--- src/rtl/uart_pkg.sv ---
// Shared constants for the memory-mapped UART: register offsets, UCON bit
// positions and the state encoding used by both the RX and TX sequencers.
package uart_pkg;

  localparam logic [31:0] TXD_OFS  = 32'd0;
  localparam logic [31:0] RXD_OFS  = 32'd4;
  localparam logic [31:0] UCON_OFS = 32'd8;

  localparam int unsigned UCON_RX_IRQ_EN  = 0;
  localparam int unsigned UCON_TX_IRQ_EN  = 1;
  localparam int unsigned UCON_RX_VALID   = 2;
  localparam int unsigned UCON_TX_BUSY    = 3;
  localparam int unsigned UCON_TX_FULL    = 4;
  localparam int unsigned UCON_RX_OVERRUN = 5;

  typedef enum logic [1:0] {
    ST_IDLE  = 2'd0,
    ST_START = 2'd1,
    ST_DATA  = 2'd2,
    ST_STOP  = 2'd3
  } uart_state_e;

endpackage

--- src/rtl/uart_bit_timer.sv ---
// Reloadable bit-period down-counter. tick pulses exactly DIV (or DIV/2 when
// loaded with half) clocks after the load cycle, then the timer idles.
module uart_bit_timer #(
  parameter int unsigned DIV = 16
) (
  input  logic clk,
  input  logic rst,
  input  logic load,
  input  logic half,
  output logic tick
);

  localparam int unsigned CW = (DIV > 2) ? $clog2(DIV) : 1;
  localparam logic [CW-1:0] FULL_RELOAD = CW'(DIV - 1);
  localparam logic [CW-1:0] HALF_RELOAD = CW'((DIV / 2 > 0) ? (DIV / 2 - 1) : 0);
  localparam logic [CW-1:0] ONE         = CW'(1);

  logic [CW-1:0] cnt_q, cnt_d;
  logic          run_q, run_d;

  assign tick = run_q && (cnt_q == '0);

  // A load issued on the tick cycle restarts the period seamlessly.
  always_comb begin
    cnt_d = cnt_q;
    run_d = run_q;
    if (load) begin
      cnt_d = half ? HALF_RELOAD : FULL_RELOAD;
      run_d = 1'b1;
    end else if (tick) begin
      run_d = 1'b0;
    end else if (run_q) begin
      cnt_d = cnt_q - ONE;
    end
  end

  always_ff @(posedge clk or posedge rst) begin
    if (rst) begin
      cnt_q <= '0;
      run_q <= 1'b0;
    end else begin
      cnt_q <= cnt_d;
      run_q <= run_d;
    end
  end

endmodule

--- src/rtl/uart_mmio_ctrl.sv ---
// Memory-mapped UART: TXD/RXD/UCON registers on the CPU peripheral bus, a
// bit-timed RX deserializer and TX serializer, each with a one-deep holding reg.
module uart_mmio_ctrl
  import uart_pkg::*;
#(
  parameter int unsigned CLK_FREQ  = 100_000_000,
  parameter int unsigned BAUD      = 9600,
  parameter logic [31:0] BASE_ADDR = 32'h40000018
) (
  input  logic        sys_clk,
  input  logic        reset,
  input  logic [31:0] addr,
  input  logic [31:0] wdata,
  input  logic        mem_write,
  input  logic        mem_read,
  output logic [31:0] rdata,
  output logic        hit,
  input  logic        UART_RX,
  output logic        UART_TX,
  output logic        irq
);

  localparam int unsigned DIV = CLK_FREQ / BAUD;

  // Bus access: mem_read/mem_write are single-cycle strobes, qualified by hit;
  // every register side effect lands on the sys_clk edge ending that cycle.
  logic sel_txd, sel_rxd, sel_ucon;
  logic txd_write, rxd_read, ucon_write;

  assign sel_txd    = (addr == BASE_ADDR + TXD_OFS);
  assign sel_rxd    = (addr == BASE_ADDR + RXD_OFS);
  assign sel_ucon   = (addr == BASE_ADDR + UCON_OFS);
  assign hit        = sel_txd | sel_rxd | sel_ucon;
  assign txd_write  = mem_write & sel_txd;
  assign rxd_read   = mem_read & sel_rxd;
  assign ucon_write = mem_write & sel_ucon;

  logic unused_wdata;
  assign unused_wdata = ^wdata[31:8];

  uart_state_e rx_state_q, rx_state_d, tx_state_q, tx_state_d;
  logic        rx_s1_q, rx_s2_q, rx_prev_q;
  logic [2:0]  rx_bit_q, rx_bit_d, tx_bit_q, tx_bit_d;
  logic [7:0]  rx_shift_q, rx_shift_d, rx_hold_q, rx_hold_d;
  logic [7:0]  tx_shift_q, tx_shift_d, tx_hold_q, tx_hold_d;
  logic        rx_valid_q, rx_valid_d, rx_overrun_q, rx_overrun_d;
  logic        tx_full_q, tx_full_d, tx_line_q, tx_line_d;
  logic        rx_irq_en_q, rx_irq_en_d, tx_irq_en_q, tx_irq_en_d;
  logic        rx_load, rx_half, rx_tick, rx_commit, rx_drop, rx_fall;
  logic        tx_load, tx_tick, tx_take, tx_busy;

  uart_bit_timer #(.DIV(DIV)) u_rx_timer (
    .clk(sys_clk), .rst(reset), .load(rx_load), .half(rx_half), .tick(rx_tick)
  );

  uart_bit_timer #(.DIV(DIV)) u_tx_timer (
    .clk(sys_clk), .rst(reset), .load(tx_load), .half(1'b0), .tick(tx_tick)
  );

  assign rx_fall = rx_prev_q & ~rx_s2_q;
  assign tx_busy = (tx_state_q != ST_IDLE);
  assign UART_TX = tx_line_q;
  assign irq     = (rx_valid_q & rx_irq_en_q) | (~tx_full_q & ~tx_busy & tx_irq_en_q);

  always_comb begin
    rdata = '0;
    if (sel_rxd) begin
      rdata = {24'b0, rx_hold_q};
    end else if (sel_ucon) begin
      rdata[UCON_RX_IRQ_EN]  = rx_irq_en_q;
      rdata[UCON_TX_IRQ_EN]  = tx_irq_en_q;
      rdata[UCON_RX_VALID]   = rx_valid_q;
      rdata[UCON_TX_BUSY]    = tx_busy;
      rdata[UCON_TX_FULL]    = tx_full_q;
      rdata[UCON_RX_OVERRUN] = rx_overrun_q;
    end
  end

  // RX sequencer: START is timed at half a bit so later samples hit mid-bit.
  always_comb begin
    rx_state_d = rx_state_q;
    rx_bit_d   = rx_bit_q;
    rx_shift_d = rx_shift_q;
    rx_load    = 1'b0;
    rx_half    = 1'b0;
    rx_commit  = 1'b0;
    rx_drop    = 1'b0;
    case (rx_state_q)
      ST_IDLE: if (rx_fall) begin
        rx_state_d = ST_START;
        rx_bit_d   = '0;
        rx_load    = 1'b1;
        rx_half    = 1'b1;
      end
      ST_START: if (rx_tick) begin
        if (!rx_s2_q) begin
          rx_state_d = ST_DATA;
          rx_load    = 1'b1;
        end else begin
          rx_state_d = ST_IDLE;
        end
      end
      ST_DATA: if (rx_tick) begin
        rx_shift_d = {rx_s2_q, rx_shift_q[7:1]};
        rx_bit_d   = rx_bit_q + 3'd1;
        rx_load    = 1'b1;
        if (rx_bit_q == 3'd7) rx_state_d = ST_STOP;
      end
      ST_STOP: if (rx_tick) begin
        rx_state_d = ST_IDLE;
        // A same-cycle RXD read frees the holding register for the new byte.
        if (rx_s2_q) begin
          if (rx_valid_q && !rxd_read) rx_drop = 1'b1;
          else rx_commit = 1'b1;
        end
      end
      default: rx_state_d = ST_IDLE;
    endcase
  end

  always_comb begin
    rx_hold_d    = rx_hold_q;
    rx_valid_d   = rx_valid_q;
    rx_overrun_d = rx_overrun_q;
    rx_irq_en_d  = rx_irq_en_q;
    tx_irq_en_d  = tx_irq_en_q;
    if (rxd_read) rx_valid_d = 1'b0;
    if (rx_commit) begin
      rx_hold_d  = rx_shift_q;
      rx_valid_d = 1'b1;
    end
    if (ucon_write) begin
      rx_irq_en_d = wdata[UCON_RX_IRQ_EN];
      tx_irq_en_d = wdata[UCON_TX_IRQ_EN];
      if (wdata[UCON_RX_OVERRUN]) rx_overrun_d = 1'b0;
    end
    if (rx_drop) rx_overrun_d = 1'b1;
  end

  // TX sequencer: the line is registered from the next state to stay glitch-free.
  always_comb begin
    tx_state_d = tx_state_q;
    tx_bit_d   = tx_bit_q;
    tx_shift_d = tx_shift_q;
    tx_hold_d  = tx_hold_q;
    tx_full_d  = tx_full_q;
    tx_load    = 1'b0;
    tx_take    = 1'b0;
    case (tx_state_q)
      ST_IDLE: if (tx_full_q) begin
        tx_shift_d = tx_hold_q;
        tx_take    = 1'b1;
        tx_load    = 1'b1;
        tx_state_d = ST_START;
      end
      ST_START: if (tx_tick) begin
        tx_bit_d   = '0;
        tx_load    = 1'b1;
        tx_state_d = ST_DATA;
      end
      ST_DATA: if (tx_tick) begin
        tx_bit_d   = tx_bit_q + 3'd1;
        tx_load    = 1'b1;
        tx_shift_d = {1'b0, tx_shift_q[7:1]};
        if (tx_bit_q == 3'd7) tx_state_d = ST_STOP;
      end
      ST_STOP: if (tx_tick) tx_state_d = ST_IDLE;
      default: tx_state_d = ST_IDLE;
    endcase
    if (tx_take) tx_full_d = 1'b0;
    if (txd_write && (!tx_full_q || tx_take)) begin
      tx_hold_d = wdata[7:0];
      tx_full_d = 1'b1;
    end
    case (tx_state_d)
      ST_START: tx_line_d = 1'b0;
      ST_DATA:  tx_line_d = tx_shift_d[0];
      default:  tx_line_d = 1'b1;
    endcase
  end

  always_ff @(posedge sys_clk or posedge reset) begin
    if (reset) begin
      rx_s1_q      <= 1'b1;
      rx_s2_q      <= 1'b1;
      rx_prev_q    <= 1'b1;
      rx_state_q   <= ST_IDLE;
      rx_bit_q     <= '0;
      rx_shift_q   <= '0;
      rx_hold_q    <= '0;
      rx_valid_q   <= 1'b0;
      rx_overrun_q <= 1'b0;
      rx_irq_en_q  <= 1'b0;
      tx_irq_en_q  <= 1'b0;
      tx_state_q   <= ST_IDLE;
      tx_bit_q     <= '0;
      tx_shift_q   <= '0;
      tx_hold_q    <= '0;
      tx_full_q    <= 1'b0;
      tx_line_q    <= 1'b1;
    end else begin
      rx_s1_q      <= UART_RX;
      rx_s2_q      <= rx_s1_q;
      rx_prev_q    <= rx_s2_q;
      rx_state_q   <= rx_state_d;
      rx_bit_q     <= rx_bit_d;
      rx_shift_q   <= rx_shift_d;
      rx_hold_q    <= rx_hold_d;
      rx_valid_q   <= rx_valid_d;
      rx_overrun_q <= rx_overrun_d;
      rx_irq_en_q  <= rx_irq_en_d;
      tx_irq_en_q  <= tx_irq_en_d;
      tx_state_q   <= tx_state_d;
      tx_bit_q     <= tx_bit_d;
      tx_shift_q   <= tx_shift_d;
      tx_hold_q    <= tx_hold_d;
      tx_full_q    <= tx_full_d;
      tx_line_q    <= tx_line_d;
    end
  end

endmodule

--- config.mk ---
export PLATFORM = sky130hd
export DESIGN_NAME = uart_mmio_ctrl
export DESIGN_NICKNAME = d
export VERILOG_FILES = /design/src/rtl/uart_pkg.sv /design/src/rtl/uart_bit_timer.sv /design/src/rtl/uart_mmio_ctrl.sv
export SDC_FILE = /design/constraint.sdc
export NUM_CORES = 1
export LEC_CHECK = 0
export ABC_CLOCK_PERIOD_IN_PS = 6800
export CORE_ASPECT_RATIO = 1.5
export CORE_UTILIZATION = 30
export CTS_CLUSTER_DIAMETER = 30
export CTS_CLUSTER_SIZE = 14
export DETAILED_ROUTE_END_ITERATION = 12
export GPL_TIMING_DRIVEN = 0
export HOLD_SLACK_MARGIN = 0.08
export PLACE_DENSITY = 0.58
export REMOVE_ABC_BUFFERS = 1
export SETUP_SLACK_MARGIN = 0.05
export SYNTH_ARGS = -nofsm -noshare
export SYNTH_HDL_FRONTEND = slang
export SYNTH_SLANG_ARGS = --single-unit
--- constraint.sdc ---
create_clock -name sys_clk -period 6.8 [get_ports sys_clk]
set_input_delay 2.04 -clock sys_clk [delete_from_list [all_inputs] [get_ports sys_clk]]
set_output_delay 2.04 -clock sys_clk [all_outputs]
set_load 0.02 [all_outputs]
==> out/qor.txt, run 1 <==
Seq pwr share - 47.7%
hold path depth - 0
Hold WS - 0.3573 ns
most common cell in the netlist - nand2_1
Top Ports - 104
synthesis warning total - 0
cell with the most instances on the worst path - clkdlybuf4s50_1
CTS clk-pin slew, worst paths - 0.06 ns
Sw Ratio - 26.37%
setup bufs post-CTS - 0
Non-Filler Instances - 650
LEAKAGE - 0.002408 µW
kind of critical path - in2out
first-pass GRT wire length - 15.02 mm
Fmax - 152.9 MHz
grt met2 use - 21.98%
Clock H-tree levels - 3
post-route ant nets - 0
Tot Pwr - 1157 µW
initial antenna violation count - 0
Initial Util - 31.14%
Clock Latency Late Sink - 0.33 ns
Max Root-Sink Buffers - 2
vias in the first global route - 3152
Register Area - 2032 µm²
Fill cells - 1322
DP HPWL - 6.531 mm
Largest stage delay, worst path - 0.63 ns
CTS tree - done
worst path bufs/invs - 2
grt ovf - 0
row cnt - 52
CTS Root Cell - clkbuf_16
Worst setup endpoint - rdata[4]
Cells after Synth - 427
Clock power frac - 39.3%
Internal - 852.2 µW
HP Class - reg2reg
Final #Nets - 564
Die H - 147.8 µm
min Tclk post-route - 6.538 ns
outcome - completed
pin count of the biggest net entering global routing - 68
Setup Viol. Count Final - 0
# DRC - 0
CP required - 4.76 ns
Pwr per Cell Area - 222.7 nW/µm²
worst-path cell chain - clkdlybuf4s50_1 -> nor4_1 -> nand4_1 -> nor3_4 -> and2_1 -> a22o_2 -> clkdlybuf4s50_1
area of the multi-input gates - 2051 µm²
post-route setup TNS - 0 ns
Reg2Reg Launch Point - u_rx_timer.cnt_q[5]$_DFFE_PP0P_
sequential fraction of the synthesis area - 47.76%
routability cong. - 0.8033
CP Data Arrival Time - 4.50 ns
Critical-path top delay cell - clkdlybuf4s50_1
Slew Viols, Final - 0
number of synthesized flops with an enable pin - 0
FFs w/ async S/R, synth - 100.0%
crit end category - output pin
Initial DRC Count - 146
max cap viols - 0
WP depth - 7
synth top area cells - dfrtp_1 (45%), nand2_1 (7.0%), mux2_2 (6.4%)
Worst Setup Start Kind - input port
Core Area - 13660 µm²
via count - 3121
Yosys reg bits - 81
number of buffers created by CTS - 9
Worst VDD drop - 0.1149 mV
Fin. Hold Viols - 0
FF-to-FF setup slack - 4.41 ns
Yosys cell types - 58
Mean Syn Cell Area - 9.963 µm²
vias per cell - 4.802
R2R cell count - 5
area leader, netlist - dfrtp_1
Total Routing Usage GR - 12.75%
Slew HR - 14.12%
RSZ-0062 raised after global routing - false
worst setup path start - addr[1]
Worst-Margin Slew - 1.270 ns
final worst-path cycle share - 96.15%
Mapped Area - 4254 µm²
diode count - 0
reg2reg end - rx_hold_q[7]$_DFFE_PP0P_
gr busiest metal - met2
Yosys top cell area share - 45.29%
# port buffers - 55
Comb pwr share - 13.0%
CP top delay family - simple AND/OR/NAND/NOR gates
synth cell count leaders - nand2_1 (79), dfrtp_1 (77), nor2_1 (28)
clock sink total - 81
fin util - 38.03%
WL/cell - 13.47 µm
worst-path fanout max - 5
Placed Cells - 634
met3 usage - 3.026%
Die ar. - 14670 µm²
ys flop type - dfrtp_1
Horiz. Die Dim - 99.23 µm
DRT Pass-1 Iters - 6
Routed WL - 8.756 mm
share of layout cells above drive strength 1 - 13.11%
Final Skew - 0.006590 ns
switching pwr - 305.2 µW
Syn-to-layout area delta - 22.15%
met1 usage - 15.32%
[per-stage QoR]
step | setup slack (ns) | area (µm²)
global placement | 0.2415 | 4875
floorplan | 1.375 | 4121
global route | 0.09103 | 5196
CTS | 0.2084 | 5190
detailed placement | 0.2294 | 4905
finish | 0.2618 | 5196
[per-layer routing]
layer  up-vias  wire [µm]
met2        45       4616
met3        11        232
li1       1554          -
met4         0        134
met1      1511       3772
met5         -          0
[worst reg2reg max path, stage by stage (launching register included)]
cell and delay, ns:
dfrtp_1 0.42, nor4_1 0.55, nand2_1 0.22, nor3_1 0.54
nand3_4 0.23, mux2_2 0.33
[kinds of logic (layout without fill, tap and decap cells)]
group | Yosys count | after routing | share of synthesized area (%)
other | 1 | 24 | 0.08815
adder cells (fa/ha/maj) | 12 | 12 | 3.529
flip-flops | 81 | 81 | 47.76
multiplexers | 26 | 26 | 6.824
buffers and inverters | 46 | 84 | 6.206
AO/OA/AOI/OAI | 63 | 63 | 9.706
AND/OR/NAND/NOR | 181 | 181 | 22.38
XOR/XNOR | 17 | 17 | 3.500
[power groups by stage]
stage | Combinational (µW) | Clock, µW | Sequential [µW]
4_1_cts | 152 | 469 | 552
3_3_place_gp | 143 | 0 | 559
3_5_place_dp | 151 | 0 | 561
5_1_grt | 174 | 489 | 558
6_report | 150 | 455 | 552
2_1_floorplan | 101 | 0 | 551
[layout by cell type, fill, tap and decap left out, types with 3 or more instances in the layout]
| cell type | n |
|---|---|
| or3_1 | 3 |
| and2_1 | 4 |
| dfstp_2 | 4 |
| clkbuf_16 | 9 |
| and3_1 | 5 |
| mux2_2 | 24 |
| nor4_1 | 9 |
| xor2_1 | 9 |
| xnor2_1 | 8 |
| nand4_1 | 4 |
| o21ai_0 | 27 |
| or4_1 | 3 |
| clkdlybuf4s50_1 | 55 |
| nor2_1 | 28 |
| nand2_1 | 79 |
| nor2b_1 | 3 |
| a21oi_1 | 8 |
| inv_1 | 11 |
| a22oi_1 | 7 |
| nor4b_1 | 3 |
| dfrtp_1 | 77 |
| ha_1 | 12 |
| nand3_1 | 9 |
| conb_1 | 24 |
| a22o_2 | 5 |
| nor3_1 | 8 |
| o211ai_1 | 3 |
[worst min-delay path by stage]
stage	start	endpoint	slack (ns)
4_1_cts	rx_s1_q$_DFF_PP1_	rx_s2_q$_DFF_PP1_	0.36
5_1_grt	rx_s1_q$_DFF_PP1_	rx_s2_q$_DFF_PP1_	0.36
3_3_place_gp	rx_s1_q$_DFF_PP1_	rx_s2_q$_DFF_PP1_	0.35
3_5_place_dp	rx_s1_q$_DFF_PP1_	rx_s2_q$_DFF_PP1_	0.35
2_1_floorplan	rx_s1_q$_DFF_PP1_	rx_s2_q$_DFF_PP1_	0.35
6_report	rx_s1_q$_DFF_PP1_	rx_s2_q$_DFF_PP1_	0.36
[flip-flops by register name, summed over array words and instances, names as in the netlist, 2 cells and up, named ones only]
signal / cells
rx_bit_q: 3
rx_hold_q: 8
rx_shift_q: 8
tx_bit_q: 3
tx_hold_q: 8
tx_shift_q: 8
tx_state_q: 2
u_rx_timer.cnt_q: 14
u_tx_timer.cnt_q: 14
[cell type report]
type | instances | share of cell area, %
clock inverters | 3 | 0.4816
inverters | 12 | 0.9150
flip-flops and latches | 81 | 39.10
well taps | 162 | 3.901
clock buffers | 13 | 5.008
repair buffers | 56 | 11.12
multi-input cells | 323 | 39.47
[repair_timing]
action / 4_1_cts / 5_1_grt
gates resized for setup: 0 / 1
setup endpoints to repair: 0 / 1
endpoints found under the hold margin: 0 / 0
hold buffers: 0 / 0
Note: power is estimated with default switching activity, not from simulation.
==> inputs of run 2 (changes only) <==
--- a/config.mk
+++ b/config.mk
@@ -11,11 +11,11 @@
 export CTS_CLUSTER_DIAMETER = 30
 export CTS_CLUSTER_SIZE = 14
 export DETAILED_ROUTE_END_ITERATION = 12
-export GPL_TIMING_DRIVEN = 0
 export HOLD_SLACK_MARGIN = 0.08
 export PLACE_DENSITY = 0.58
 export REMOVE_ABC_BUFFERS = 1
 export SETUP_SLACK_MARGIN = 0.05
+export SLEW_MARGIN = 20
 export SYNTH_ARGS = -nofsm -noshare
 export SYNTH_HDL_FRONTEND = slang
 export SYNTH_SLANG_ARGS = --single-unit
==> run 2 against run 1 <==
Clock skew rose by 0.0030 ns. Critical endpoint unchanged. Global-route usage hardly changed. Largest power group unchanged. Routed wire length grew 0.72%. Largest cell class unchanged. Fmax grew 2.1%. Final cell count up 0.46%. Register-to-register slack hardly changed.
==> out/qor.txt, run 2 (synthesized netlist as in run 1, its figures left out) <==
# port buffers - 55 (unchanged)
commonest non-fill, non-tap cell in the layout - nand2_1
Core Area - 13660 µm² (unchanged)
Slew HR - 48.67% (+35 points)
share of layout cells above drive strength 1 - 14.05% (+0.94 points)
Top Ports - 104 (unchanged)
Seq pwr share - 46.5% (-1.2 points)
Initial Util - 31.14% (unchanged)
cell with the most instances on the worst path - clkdlybuf4s50_1
routability cong. - 0.8133 (+1.2%)
Worst VDD drop - 0.09960 mV (-13%)
max cap viols - 0 (unchanged)
min Tclk post-route - 6.404 ns (-0.1343 ns)
kind of critical path - in2out
Final #Nets - 567 (+0.53%)
post-route ant nets - 0 (unchanged)
HP Class - reg2reg
Horiz. Die Dim - 99.23 µm (unchanged)
diode count - 0 (unchanged)
CTS Root Cell - clkbuf_16
via count - 3173 (+1.7%)
vias per cell - 4.859 (+1.2%)
WL/cell - 13.51 µm (+0.26%)
number of buffers created by CTS - 9 (unchanged)
final worst slack - 0.3961 ns (+0.1343 ns)
CTS tree - done
setup bufs post-CTS - 0 (unchanged)
Critical-path top delay cell - clkdlybuf4s50_1
initial antenna violation count - 0 (unchanged)
crit end category - output pin
Hold Buf Count CTS - 0 (unchanged)
Internal - 876.4 µW (+2.8%)
post-route setup TNS - 0 ns (unchanged)
Initial DRC Count - 105 (-28%)
outcome - completed
pin count of the biggest net entering global routing - 54 (-21%)
# DRC - 0 (unchanged)
Comb pwr share - 12.5% (-0.5 points)
most frequent cells in the layout - nand2_1 (79), dfrtp_1 (77), clkdlybuf4s50_1 (55), nor2_1 (28), o21ai_0 (26)
Die H - 147.8 µm (unchanged)
clock sink total - 81 (unchanged)
Die ar. - 14670 µm² (unchanged)
DP HPWL - 6.564 mm (+0.50%)
Clock power frac - 41.0% (+1.7 points)
Clock H-tree levels - 3 (unchanged)
switching pwr - 313.3 µW (+2.7%)
Final Skew - 0.009540 ns (+0.002950 ns)
worst-path cell chain - clkdlybuf4s50_1 -> nor4_1 -> nand4_1 -> nor3_2 -> and2_1 -> a22o_2 -> clkdlybuf4s50_1
Worst-Margin Slew - 0.7647 ns (-0.5056 ns)
Fmax - 156.2 MHz (+2.1%)
worst path bufs/invs - 2 (unchanged)
Routed WL - 8.819 mm (+0.72%)
DRT Pass-1 Iters - 4 (-2)
worst-path fanout max - 5 (unchanged)
Slew Viols, Final - 0 (unchanged)
RSZ-0062 raised after global routing - false
Worst Setup Start Kind - input port
fin util - 38.14% (+0.11 points)
Tot Pwr - 1190 µW (+2.8%)
first-pass GRT wire length - 14.90 mm (-0.83%)
vias in the first global route - 3251 (+3.1%)
Placement Setup Slack - 0.3584 ns (+0.1290 ns)
Placed Cells - 637 (+0.47%)
Fin. Hold Viols - 0 (unchanged)
final worst-path cycle share - 94.18% (-2.0 points)
CP required - 4.76 ns (about the same)
Clock Latency Late Sink - 0.34 ns (about the same)
Sw Ratio - 26.33% (-0.035 points)
Total Routing Usage GR - 12.78% (+0.033 points)
Syn-to-layout area delta - 22.50%
Largest regs - u_rx_timer.cnt_q: 14 flops, u_tx_timer.cnt_q: 14 flops
LEAKAGE - 0.002409 µW (about the same)
CP top delay family - simple AND/OR/NAND/NOR gates
Pwr per Cell Area - 228.3 nW/µm² (+2.5%)
Largest stage delay, worst path - 0.63 ns (about the same)
Max Root-Sink Buffers - 2 (unchanged)
row cnt - 52 (unchanged)
grt ovf - 0 (unchanged)
Non-Filler Instances - 653 (+0.46%)
CP Data Arrival Time - 4.36 ns (-0.14 ns)
CTS resizes - 0 (unchanged)
CTS clk-pin slew, worst paths - 0.06 ns (about the same)
Setup Viol. Count Final - 0 (unchanged)
## run 2: stage by stage
step,cell area (µm²),hold WS [ns]
after floorplan,4121,0.3452
final,5211,0.3588
after global placement,4905,0.3526
after CTS,5211,0.3592
after global routing,5211,0.3661
after detailed placement,4905,0.3506
## run 2: path summary, 6_finish.rpt
path                            cells past startpoint  slack [ns]                       startpoint                         to
worst max-delay path                                7        0.40                         addr[14]                   rdata[4]
worst min-delay path                                0        0.36                rx_s1_q$_DFF_PP1_          rx_s2_q$_DFF_PP1_
worst max register to register                      5        4.40  u_rx_timer.cnt_q[4]$_DFFE_PP0P_   rx_hold_q[2]$_DFFE_PP0P_
worst min register to register                      0        0.36                rx_s1_q$_DFF_PP1_          rx_s2_q$_DFF_PP1_
max in group asynchronous                           3        3.61                            reset  rx_shift_q[2]$_DFFE_PP0P_
min in group asynchronous                           2        2.10                            reset  tx_shift_q[3]$_DFFE_PP0P_
## run 2: power by group through the flow
stage / Combinational (µW) / Sequential (µW) / Clock [µW]
2_1_floorplan: 101 / 551 / 0
3_3_place_gp: 144 / 558 / 0
3_5_place_dp: 149 / 560 / 0
4_1_cts: 151 / 552 / 502
5_1_grt: 170 / 559 / 519
6_report: 149 / 553 / 488
## run 2: worst reg2reg max path, cell delays in order, from the launching register on
cell and delay [ns]:
dfrtp_1 0.43, nor4_1 0.50, nand2_1 0.24, nor3_1 0.55, nand3_4 0.24, mux2_2 0.32
## run 2: routing by layer
metal / up-vias / share of wire (%) / GRT usage (%)
li1: 1559 / - / -
met1: 1560 / 41 / 13.83
met2: 46 / 54 / 23.92
met3: 8 / 3.4 / 3.499
met4: 0 / 1.1 / 3.750
met5: - / 0 / 0
## run 2: final cells by class
class                   count  area, µm²
repair buffers             59      580.6
inverters                  12      45.04
well taps                 162      202.7
clock inverters             6      67.56
flip-flops and latches     81       2032
fillers                  1353       8452
clock buffers              10      239.0
multi-input cells         323       2044
